<file path="src/rtl/wb_b3_pkg.sv">
// Shared Wishbone B3 constants and types for the line master and the RAM slave.
// Holds the cycle-type and burst-type encodings, the line master state enum
// and a small helper that picks one 32-bit word out of a 4-word line.
package wb_b3_pkg;

    localparam int LINE_WORDS = 4;

    localparam logic [2:0] CTI_CLASSIC = 3'b000;
    localparam logic [2:0] CTI_CONST   = 3'b001;
    localparam logic [2:0] CTI_INCR    = 3'b010;
    localparam logic [2:0] CTI_END     = 3'b111;

    localparam logic [1:0] BTE_LINEAR  = 2'b00;
    localparam logic [1:0] BTE_WRAP4   = 2'b01;
    localparam logic [1:0] BTE_WRAP8   = 2'b10;
    localparam logic [1:0] BTE_WRAP16  = 2'b11;

    typedef enum logic [1:0] {
        ST_IDLE  = 2'd0,
        ST_BURST = 2'd1,
        ST_RESP  = 2'd2
    } lineState_e;

    // Word idx of a 4x32-bit line, word 0 in the least significant bits.
    function automatic logic [31:0] lineWord(input logic [127:0] line, input logic [1:0] idx);
        return line[{idx, 5'd0} +: 32];
    endfunction

endpackage

</file>
<file path="src/rtl/wb_b3_line_master_if.sv">
// Wishbone B3 bus bundle between the line master and its slave.
// Signal names keep the master-side _o/_i suffixes so they read the same on
// both sides of the bus.
interface wb_b3_line_master_if #(
    parameter int aw = 32,
    parameter int dw = 32
);
    logic [aw-1:0] wb_adr_o;
    logic [dw-1:0] wb_dat_o;
    logic [3:0]    wb_sel_o;
    logic          wb_we_o;
    logic          wb_cyc_o;
    logic          wb_stb_o;
    logic [2:0]    wb_cti_o;
    logic [1:0]    wb_bte_o;
    logic [dw-1:0] wb_dat_i;
    logic          wb_ack_i;
    logic          wb_err_i;
    logic          wb_rty_i;

    modport master (
        output wb_adr_o, wb_dat_o, wb_sel_o, wb_we_o, wb_cyc_o, wb_stb_o, wb_cti_o, wb_bte_o,
        input  wb_dat_i, wb_ack_i, wb_err_i, wb_rty_i
    );

    modport slave (
        input  wb_adr_o, wb_dat_o, wb_sel_o, wb_we_o, wb_cyc_o, wb_stb_o, wb_cti_o, wb_bte_o,
        output wb_dat_i, wb_ack_i, wb_err_i, wb_rty_i
    );

endinterface

</file>
<file path="src/rtl/wb_line_adr_gen.sv">
// Beat address generator for a 4-beat line burst.
// Maps (start address, beat number, wrap mode) to the line word index and the
// byte address of that beat. In linear mode the critical word is ignored so
// the burst always walks words 0..3; in wrap mode it starts at the critical
// word and wraps modulo 4 inside the aligned line.
module wb_line_adr_gen
    import wb_b3_pkg::*;
#(
    parameter int aw = 32
) (
    input  logic [aw-1:0] start_i,
    input  logic [1:0]    beat_i,
    input  logic          wrapEn_i,
    output logic [1:0]    word_o,
    output logic [aw-1:0] adr_o
);

    logic [1:0] critWord;
    logic       unusedByteLane;

    // Word index is the (possibly forced-to-zero) critical word plus the beat, modulo 4.
    always_comb begin
        critWord = wrapEn_i ? start_i[3:2] : 2'b00;
        word_o   = critWord + beat_i;
        adr_o    = {start_i[aw-1:4], word_o, 2'b00};
    end

    assign unusedByteLane = ^start_i[1:0];

endmodule

</file>
<file path="src/rtl/wb_b3_line_master.sv">
// Wishbone B3 line master: one 4-word cache-line request becomes one
// registered-feedback incrementing burst, with the whole line buffered.
// Build option: define WB_LINE_WRAP_EN for critical-word-first 4-beat wrap
// bursts (bte = 01); without it bursts are linear from word 0 (bte = 00).
module wb_b3_line_master
    import wb_b3_pkg::*;
#(
    parameter int dw         = 32,
    parameter int aw         = 32,
    parameter int LINE_WORDS = 4
) (
    input  logic                     wb_clk_i,
    input  logic                     wb_rst_i,
    input  logic                     req_valid,
    output logic                     req_ready,
    input  logic                     req_we,
    input  logic [aw-1:0]            req_adr,
    input  logic [LINE_WORDS*dw-1:0] req_wdata,
    output logic                     rsp_valid,
    input  logic                     rsp_ready,
    output logic                     rsp_err,
    output logic [LINE_WORDS*dw-1:0] rsp_rdata,
    wb_b3_line_master_if.master      wb
);

`ifdef WB_LINE_WRAP_EN
    localparam logic       WRAP_EN  = 1'b1;
    localparam logic [1:0] BTE_MODE = BTE_WRAP4;
`else
    localparam logic       WRAP_EN  = 1'b0;
    localparam logic [1:0] BTE_MODE = BTE_LINEAR;
`endif

    lineState_e state_q, state_d;

    logic [aw-1:0]            start_q, start_d;
    logic [1:0]               beat_q, beat_d;
    logic [LINE_WORDS*dw-1:0] line_q, line_d;
    logic                     errFlag_q, errFlag_d;
    logic                     rspValid_q, rspValid_d;
    logic                     cyc_q, cyc_d;
    logic                     stb_q, stb_d;
    logic                     we_q, we_d;
    logic [2:0]               cti_q, cti_d;
    logic [1:0]               bte_q, bte_d;
    logic [aw-1:0]            adr_q, adr_d;
    logic [dw-1:0]            dat_q, dat_d;

    logic                     busErr;
    logic [aw-1:0]            genStart;
    logic [1:0]               genBeat;
    logic [1:0]               genWord;
    logic [aw-1:0]            genAdr;

    assign busErr = wb.wb_err_i | wb.wb_rty_i;

    // In IDLE the generator looks at the incoming request (beat 0); in a burst
    // it looks one beat ahead so the next address is ready for the ack edge.
    assign genStart = (state_q == ST_IDLE) ? req_adr : start_q;
    assign genBeat  = (state_q == ST_IDLE) ? 2'd0 : beat_q + 2'd1;

    wb_line_adr_gen #(
        .aw(aw)
    ) u_adrGen (
        .start_i (genStart),
        .beat_i  (genBeat),
        .wrapEn_i(WRAP_EN),
        .word_o  (genWord),
        .adr_o   (genAdr)
    );

    // State register.
    always_ff @(posedge wb_clk_i) begin
        if (wb_rst_i) begin
            state_q <= ST_IDLE;
        end else begin
            state_q <= state_d;
        end
    end

    // Next-state logic: accept, finish on the last ack or any err/rty, release on rsp_ready.
    always_comb begin
        state_d = state_q;
        case (state_q)
            ST_IDLE:  if (req_valid) state_d = ST_BURST;
            ST_BURST: if (busErr || (wb.wb_ack_i && beat_q == 2'd3)) state_d = ST_RESP;
            ST_RESP:  if (rsp_ready) state_d = ST_IDLE;
            default:  state_d = ST_IDLE;
        endcase
    end

    // Output/datapath next values: latch the line, step beats on ack, close the burst on end or error.
    always_comb begin
        start_d    = start_q;
        beat_d     = beat_q;
        line_d     = line_q;
        errFlag_d  = errFlag_q;
        rspValid_d = rspValid_q;
        cyc_d      = cyc_q;
        stb_d      = stb_q;
        we_d       = we_q;
        cti_d      = cti_q;
        bte_d      = bte_q;
        adr_d      = adr_q;
        dat_d      = dat_q;
        case (state_q)
            ST_IDLE: begin
                if (req_valid) begin
                    start_d   = req_adr;
                    beat_d    = 2'd0;
                    line_d    = req_wdata;
                    errFlag_d = 1'b0;
                    cyc_d     = 1'b1;
                    stb_d     = 1'b1;
                    we_d      = req_we;
                    cti_d     = CTI_INCR;
                    bte_d     = BTE_MODE;
                    adr_d     = genAdr;
                    dat_d     = lineWord(req_wdata, genWord);
                end
            end
            ST_BURST: begin
                if (busErr) begin
                    cyc_d      = 1'b0;
                    stb_d      = 1'b0;
                    we_d       = 1'b0;
                    cti_d      = CTI_CLASSIC;
                    errFlag_d  = 1'b1;
                    rspValid_d = 1'b1;
                end else if (wb.wb_ack_i) begin
                    if (!we_q) begin
                        line_d[{adr_q[3:2], 5'd0} +: 32] = wb.wb_dat_i;
                    end
                    if (beat_q == 2'd3) begin
                        cyc_d      = 1'b0;
                        stb_d      = 1'b0;
                        we_d       = 1'b0;
                        cti_d      = CTI_CLASSIC;
                        rspValid_d = 1'b1;
                    end else begin
                        beat_d = beat_q + 2'd1;
                        adr_d  = genAdr;
                        dat_d  = lineWord(line_q, genWord);
                        cti_d  = (beat_q == 2'd2) ? CTI_END : CTI_INCR;
                    end
                end
            end
            ST_RESP: begin
                if (rsp_ready) rspValid_d = 1'b0;
            end
            default: begin
            end
        endcase
    end

    // Datapath and bus output registers; reset clears everything.
    always_ff @(posedge wb_clk_i) begin
        if (wb_rst_i) begin
            start_q    <= '0;
            beat_q     <= 2'd0;
            line_q     <= '0;
            errFlag_q  <= 1'b0;
            rspValid_q <= 1'b0;
            cyc_q      <= 1'b0;
            stb_q      <= 1'b0;
            we_q       <= 1'b0;
            cti_q      <= CTI_CLASSIC;
            bte_q      <= BTE_LINEAR;
            adr_q      <= '0;
            dat_q      <= '0;
        end else begin
            start_q    <= start_d;
            beat_q     <= beat_d;
            line_q     <= line_d;
            errFlag_q  <= errFlag_d;
            rspValid_q <= rspValid_d;
            cyc_q      <= cyc_d;
            stb_q      <= stb_d;
            we_q       <= we_d;
            cti_q      <= cti_d;
            bte_q      <= bte_d;
            adr_q      <= adr_d;
            dat_q      <= dat_d;
        end
    end

    assign req_ready   = (state_q == ST_IDLE);
    assign rsp_valid   = rspValid_q;
    assign rsp_err     = errFlag_q;
    assign rsp_rdata   = line_q;
    assign wb.wb_cyc_o = cyc_q;
    assign wb.wb_stb_o = stb_q;
    assign wb.wb_we_o  = we_q;
    assign wb.wb_cti_o = cti_q;
    assign wb.wb_bte_o = bte_q;
    assign wb.wb_adr_o = adr_q;
    assign wb.wb_dat_o = dat_q;
    assign wb.wb_sel_o = 4'hf;

endmodule

</file>
<file path="src/flat_wrapper.sv">
// flat-port wrapper written by rule: the top's interface ports become plain ports
module wb_b3_line_master_flat import wb_b3_pkg::*;
#(
    parameter int dw         = 32,
    parameter int aw         = 32,
    parameter int LINE_WORDS = 4
)
  (wb_clk_i, wb_rst_i, req_valid, req_ready, req_we, req_adr, req_wdata, rsp_valid, rsp_ready, rsp_err, rsp_rdata, wb_wb_adr_o, wb_wb_dat_o, wb_wb_sel_o, wb_wb_we_o, wb_wb_cyc_o, wb_wb_stb_o, wb_wb_cti_o, wb_wb_bte_o, wb_wb_dat_i, wb_wb_ack_i, wb_wb_err_i, wb_wb_rty_i);
  wb_b3_line_master_if #(.aw(aw), .dw(dw)) wb_i ();
  input  logic wb_clk_i;
  input  logic wb_rst_i;
  input  logic req_valid;
  output logic req_ready;
  input  logic req_we;
  input  logic [aw-1:0] req_adr;
  input  logic [LINE_WORDS*dw-1:0] req_wdata;
  output logic rsp_valid;
  input  logic rsp_ready;
  output logic rsp_err;
  output logic [LINE_WORDS*dw-1:0] rsp_rdata;
  output wire logic [$bits(wb_i.wb_adr_o)-1:0] wb_wb_adr_o;
  output wire logic [$bits(wb_i.wb_dat_o)-1:0] wb_wb_dat_o;
  output wire logic [$bits(wb_i.wb_sel_o)-1:0] wb_wb_sel_o;
  output wire logic [$bits(wb_i.wb_we_o)-1:0] wb_wb_we_o;
  output wire logic [$bits(wb_i.wb_cyc_o)-1:0] wb_wb_cyc_o;
  output wire logic [$bits(wb_i.wb_stb_o)-1:0] wb_wb_stb_o;
  output wire logic [$bits(wb_i.wb_cti_o)-1:0] wb_wb_cti_o;
  output wire logic [$bits(wb_i.wb_bte_o)-1:0] wb_wb_bte_o;
  input wire logic [$bits(wb_i.wb_dat_i)-1:0] wb_wb_dat_i;
  input wire logic [$bits(wb_i.wb_ack_i)-1:0] wb_wb_ack_i;
  input wire logic [$bits(wb_i.wb_err_i)-1:0] wb_wb_err_i;
  input wire logic [$bits(wb_i.wb_rty_i)-1:0] wb_wb_rty_i;
  assign wb_wb_adr_o = wb_i.wb_adr_o;
  assign wb_wb_dat_o = wb_i.wb_dat_o;
  assign wb_wb_sel_o = wb_i.wb_sel_o;
  assign wb_wb_we_o = wb_i.wb_we_o;
  assign wb_wb_cyc_o = wb_i.wb_cyc_o;
  assign wb_wb_stb_o = wb_i.wb_stb_o;
  assign wb_wb_cti_o = wb_i.wb_cti_o;
  assign wb_wb_bte_o = wb_i.wb_bte_o;
  assign wb_i.wb_dat_i = wb_wb_dat_i;
  assign wb_i.wb_ack_i = wb_wb_ack_i;
  assign wb_i.wb_err_i = wb_wb_err_i;
  assign wb_i.wb_rty_i = wb_wb_rty_i;
  wb_b3_line_master #(.dw(dw), .aw(aw), .LINE_WORDS(LINE_WORDS)) u_core (.wb_clk_i(wb_clk_i), .wb_rst_i(wb_rst_i), .req_valid(req_valid), .req_ready(req_ready), .req_we(req_we), .req_adr(req_adr), .req_wdata(req_wdata), .rsp_valid(rsp_valid), .rsp_ready(rsp_ready), .rsp_err(rsp_err), .rsp_rdata(rsp_rdata), .wb(wb_i));
endmodule
</file>
<file path="config.mk">
export PLATFORM = sky130hd
export DESIGN_NAME = wb_b3_line_master_flat
export DESIGN_NICKNAME = d
export VERILOG_FILES = /design/src/rtl/wb_b3_pkg.sv /design/src/rtl/wb_b3_line_master_if.sv /design/src/rtl/wb_line_adr_gen.sv /design/src/rtl/wb_b3_line_master.sv /design/src/flat_wrapper.sv
export SDC_FILE = /design/constraint.sdc
export NUM_CORES = 1
export LEC_CHECK = 0
export ABC_AREA = 1
export CORE_UTILIZATION = 40
export CTS_BUF_LIST = sky130_fd_sc_hd__clkbuf_4
export DETAILED_ROUTE_END_ITERATION = 6
export PLACE_DENSITY = 0.73
export SLEW_MARGIN = 20
export SYNTH_ARGS = -nofsm -noshare
export SYNTH_HDL_FRONTEND = slang
export SYNTH_SLANG_ARGS = --single-unit
</file>
<file path="constraint.sdc">
create_clock -name wb_clk_i -period 1.8 [get_ports wb_clk_i]
set_input_delay 0.18 -clock wb_clk_i [delete_from_list [all_inputs] [get_ports wb_clk_i]]
set_output_delay 0.18 -clock wb_clk_i [all_outputs]
set_load 0.05 [all_outputs]
</file>
==> impl_metrics.py <==
metrics = {
    "floorplanning": {
        "fp.dieH_um": 185.2,
        "number_of_ports_placed_on_the_die_boundary": 407,
        "standard_cell_rows": 66,
        "initial_utilization_pct": 40.95,
        "die_ar_um2": 34300,
        "horizontal_die_dimension_um": 185.2,
        "fp.coreArea_um2": 32780,
    },
    "clock_network": {
        "insertion_delay_ns": 0.70,
        "holdBufCountCts": 0,
        "clock_tree_from_tritoncts": "yes",
        "cts_max_level": 3,
        "root_buffer": "sky130_fd_sc_hd__clkbuf_4",
        "clk_transition_reported_paths_ns": 0.06,
        "tritoncts_num_sinks": 228,
        "cts_buffer_depth": 3,
        "number_of_buffers_added_by_the_clock_tree_synthesis_step": 67,
    },
    "timing": {
        "hold_violations": 0,
        "finalWorstSetupSlack_ns": -0.007325,
        "layout_min_cycle_time_ns": 1.807,
        "fmax_ghz": 0.5533,
        "finalSetupTns_ns": -0.007325,
        "unrepaired_setup_endpoints_after_global_routing": "yes",
        "max_slew.worst_pin.slew_ns": 0.5605,
        "finalCritPeriodShare_pct": 100.4,
        "slew_violations": 0,
        "finalClockSkew_ns": 0.04511,
        "final-setup-viol-count": 1,
        "fin_hold_ws_ns": 0.1576,
        "slew-limit-headroom_pct": 62.78,
    },
    "setup_path": {
        "worstPathMaxFanout": 26,
        "end_kind": "flip-flop",
        "critical_path_required_ns": 2.39,
        "setup.worst_path.start_class": "flip-flop",
        "worstSetupPathType": "reg -> reg",
        "timing.critical_path.arrival_ns": 2.40,
    },
    "grt": {
        "initial_antenna_violation_count": 6,
        "globalRoute.totalOverflow": 0,
        "number_of_global_route_vias_before_repair": 15290,
        "grt_max_degree": 68,
        "grt_pass1_wl_um": 86170,
        "grt_util_all_layers_pct": 32.90,
    },
    "detailed_routing": {
        "first_iter_violations": 1447,
        "routed_via_density": 5.102,
        "detail_route.first_pass.iterations": 7,
        "route.vias.total": 16780,
        "route.antenna.remaining_nets": 0,
        "route.detailed.drc": 0,
        "average_wire_length_per_cell_after_detail_routing_um": 17.80,
        "routed_wirelength_um": 58540,
    },
    "power": {
        "clock_power_share_pct": 12.4,
        "power_frac_comb_pct": 68.7,
        "vdd_drop_max_mv": 1.185,
        "switching_share_pct": 53.75,
        "power.sequential.fraction_pct": 19.0,
        "cell_internal_pwr_w": 0.01965,
        "p_sw_w": 0.02283,
        "power_density_nw_per_um2": 2124,
        "static-leakage-power_nw": 9.893,
    },
    "final_layout": {
        "postLayoutCellArea_um2": 20000,
        "layout-drive-gt1-share_pct": 16.65,
        "multiInputGateArea_um2": 7634,
        "post_synthesis_to_final_layout_area_growth_pct": 48.97,
        "nFillCells": 3132,
        "fin_nets": 3007,
        "final_core_occ_pct": 61.01,
        "area_occupied_by_registers_um2": 4574,
    },
    "place": {
        "place.gp.congestion": 0.9272,
        "port_buffers": 394,
        "place_area_um2": 18290,
        "dp_slack_ns": -0.09897,
        "dp_hpwl_um": 40590,
    },
    "synthesis": {
        "yosysUniqueCellTypes": 25,
        "synth.top_cell.area_share_pct": 33.99,
        "ys_top_cells_by_area": "sky130_fd_sc_hd__dfxtp_1 (34%), sky130_fd_sc_hd__nand2_1 (22%), sky130_fd_sc_hd__nor2_1 (14%), sky130_fd_sc_hd__o21ai_0 (7.0%), sky130_fd_sc_hd__nand3_1 (6.9%)",
        "ys_seq_elements": 228,
        "synthesis.instances": 2354,
        "syn_area_per_cell_um2": 5.704,
        "synth_area_um2": 13430,
        "synthesis_warning_total": 0,
        "synth_largest_area_cell": "sky130_fd_sc_hd__dfxtp_1",
        "register_area_share_after_synthesis_pct": 33.99,
    },
    "min_path": {
        "hold_path.class": "in -> reg",
    },
    "outcome": {
        "failed_checks": "setup timing",
        "result_of_the_run": "finished with violations",
    },
    "flow_run": {
        "maxCapViolCount": 0,
    },
}
==> power groups by stage <==
stage / sequential (W) / clock (W) / combinational [W]
floorplan: 0.0125 / 0 / 0.0127
global placement: 0.00806 / 0 / 0.0262
detailed placement: 0.00811 / 0 / 0.0266
CTS: 0.00801 / 0.00536 / 0.0274
global route: 0.00821 / 0.00567 / 0.0314
finish: 0.00806 / 0.00526 / 0.0292
==> cell usage after synthesis, drive strengths merged <==
cell type,number
clkbuf,62
ha,12
conb,2
o22ai,1
o21ai,216
a21oi,10
nand4,3
dfxtp,228
buf,95
nand3,189
nor2,516
or2,3
nand2,781
inv,236
==> repair_timing <==
action                     CTS  global route
gates resized for setup    229           194
setup endpoints to repair  247           241
pin swaps                    4            19
cloned                       5             4
setup buffers               14            12
==> routing by layer <==
layer  share of wire (%)  global-route usage [%]
met5               0.019                       0
met2                  44                   50.17
met1                  40                   42.98
met4                 4.6                   15.74
met3                  12                   8.553
==> cells in the final DEF, fill, tap and decap left out, drive strengths merged <==
cell type	n
nor2	516
bufinv	3
inv	234
diode	5
or2	3
clkdlybuf4s15	59
clkdlybuf4s50	195
conb	8
nand2	781
dlygate4sd2	39
bufbuf	1
clkbuf	124
clkinvlp	1
clkinv	16
ha	12
buf	202
o22ai	1
o21ai	216
a21oi	10
dfxtp	228
nand3	189
nand4	3
==> critical path, cell delays in order, from the launching register on <==
cell	delay, ns
sky130_fd_sc_hd__dfxtp_2	0.34
sky130_fd_sc_hd__clkinv_4	0.08
sky130_fd_sc_hd__ha_4	0.21
sky130_fd_sc_hd__inv_4	0.07
sky130_fd_sc_hd__nand2_4	0.09
sky130_fd_sc_hd__nand2_2	0.08
sky130_fd_sc_hd__nor2_8	0.21
sky130_fd_sc_hd__nand3_4	0.16
sky130_fd_sc_hd__buf_12	0.21
sky130_fd_sc_hd__nand2_1	0.07
sky130_fd_sc_hd__nand2_1	0.06
sky130_fd_sc_hd__nor2_1	0.13
==> sequential cells by signal, indices dropped and copies added, names as in the netlist <==
signal and count:
u_core.rsp_rdata 128, u_core.wb.wb_dat_o 32, u_core.wb.wb_adr_o 30, u_core.start_q 28, u_core.beat_q 2, u_core.state_q 2, u_core.wb.wb_cti_o 2, u_core.rsp_err 1
u_core.rsp_valid 1, u_core.wb.wb_stb_o 1, u_core.wb.wb_we_o 1
==> per-stage QoR <==
stage | cells | power (W)
6_report | 3288 | 0.04248
5_1_grt | 3287 | 0.04526
4_1_cts | 3267 | 0.04076
3_5_place_dp | 3134 | 0.03473
3_3_place_gp | 3134 | 0.03423
2_1_floorplan | 2360 | 0.02525
==> path summary, 6_finish.rpt <==
check | from | end | slack (ns) | cells past startpoint
worst max-delay path | u_core.state_q[1] | u_core.rsp_rdata[9] | -0.007 | 11
worst min-delay path | req_we | u_core.wb.wb_we_o | 0.16 | 3
worst max register to register | u_core.state_q[1] | u_core.rsp_rdata[9] | -0.007 | 11
worst min register to register | u_core.rsp_valid | u_core.rsp_valid | 0.47 | 2
==> layout make-up <==
type,instances,area share (%)
tap,442,2.765
multi-input combinational,1739,38.16
clock buffer,97,3.641
timing repair buffer,523,27.15
antenna,5,0.06255
inverter,236,4.610
clock inverter,18,0.7381
sequential,228,22.87
==> cells by family after synthesis <==
family | Yosys count | share of synthesized area (%)
buf+inv | 393 | 12.11
fa+ha+maj | 12 | 1.118
compound gates | 227 | 8.471
simple gates | 1492 | 44.25
other cells | 2 | 0.05593
flops | 228 | 33.99
Note: power is estimated with default switching activity, not from simulation.
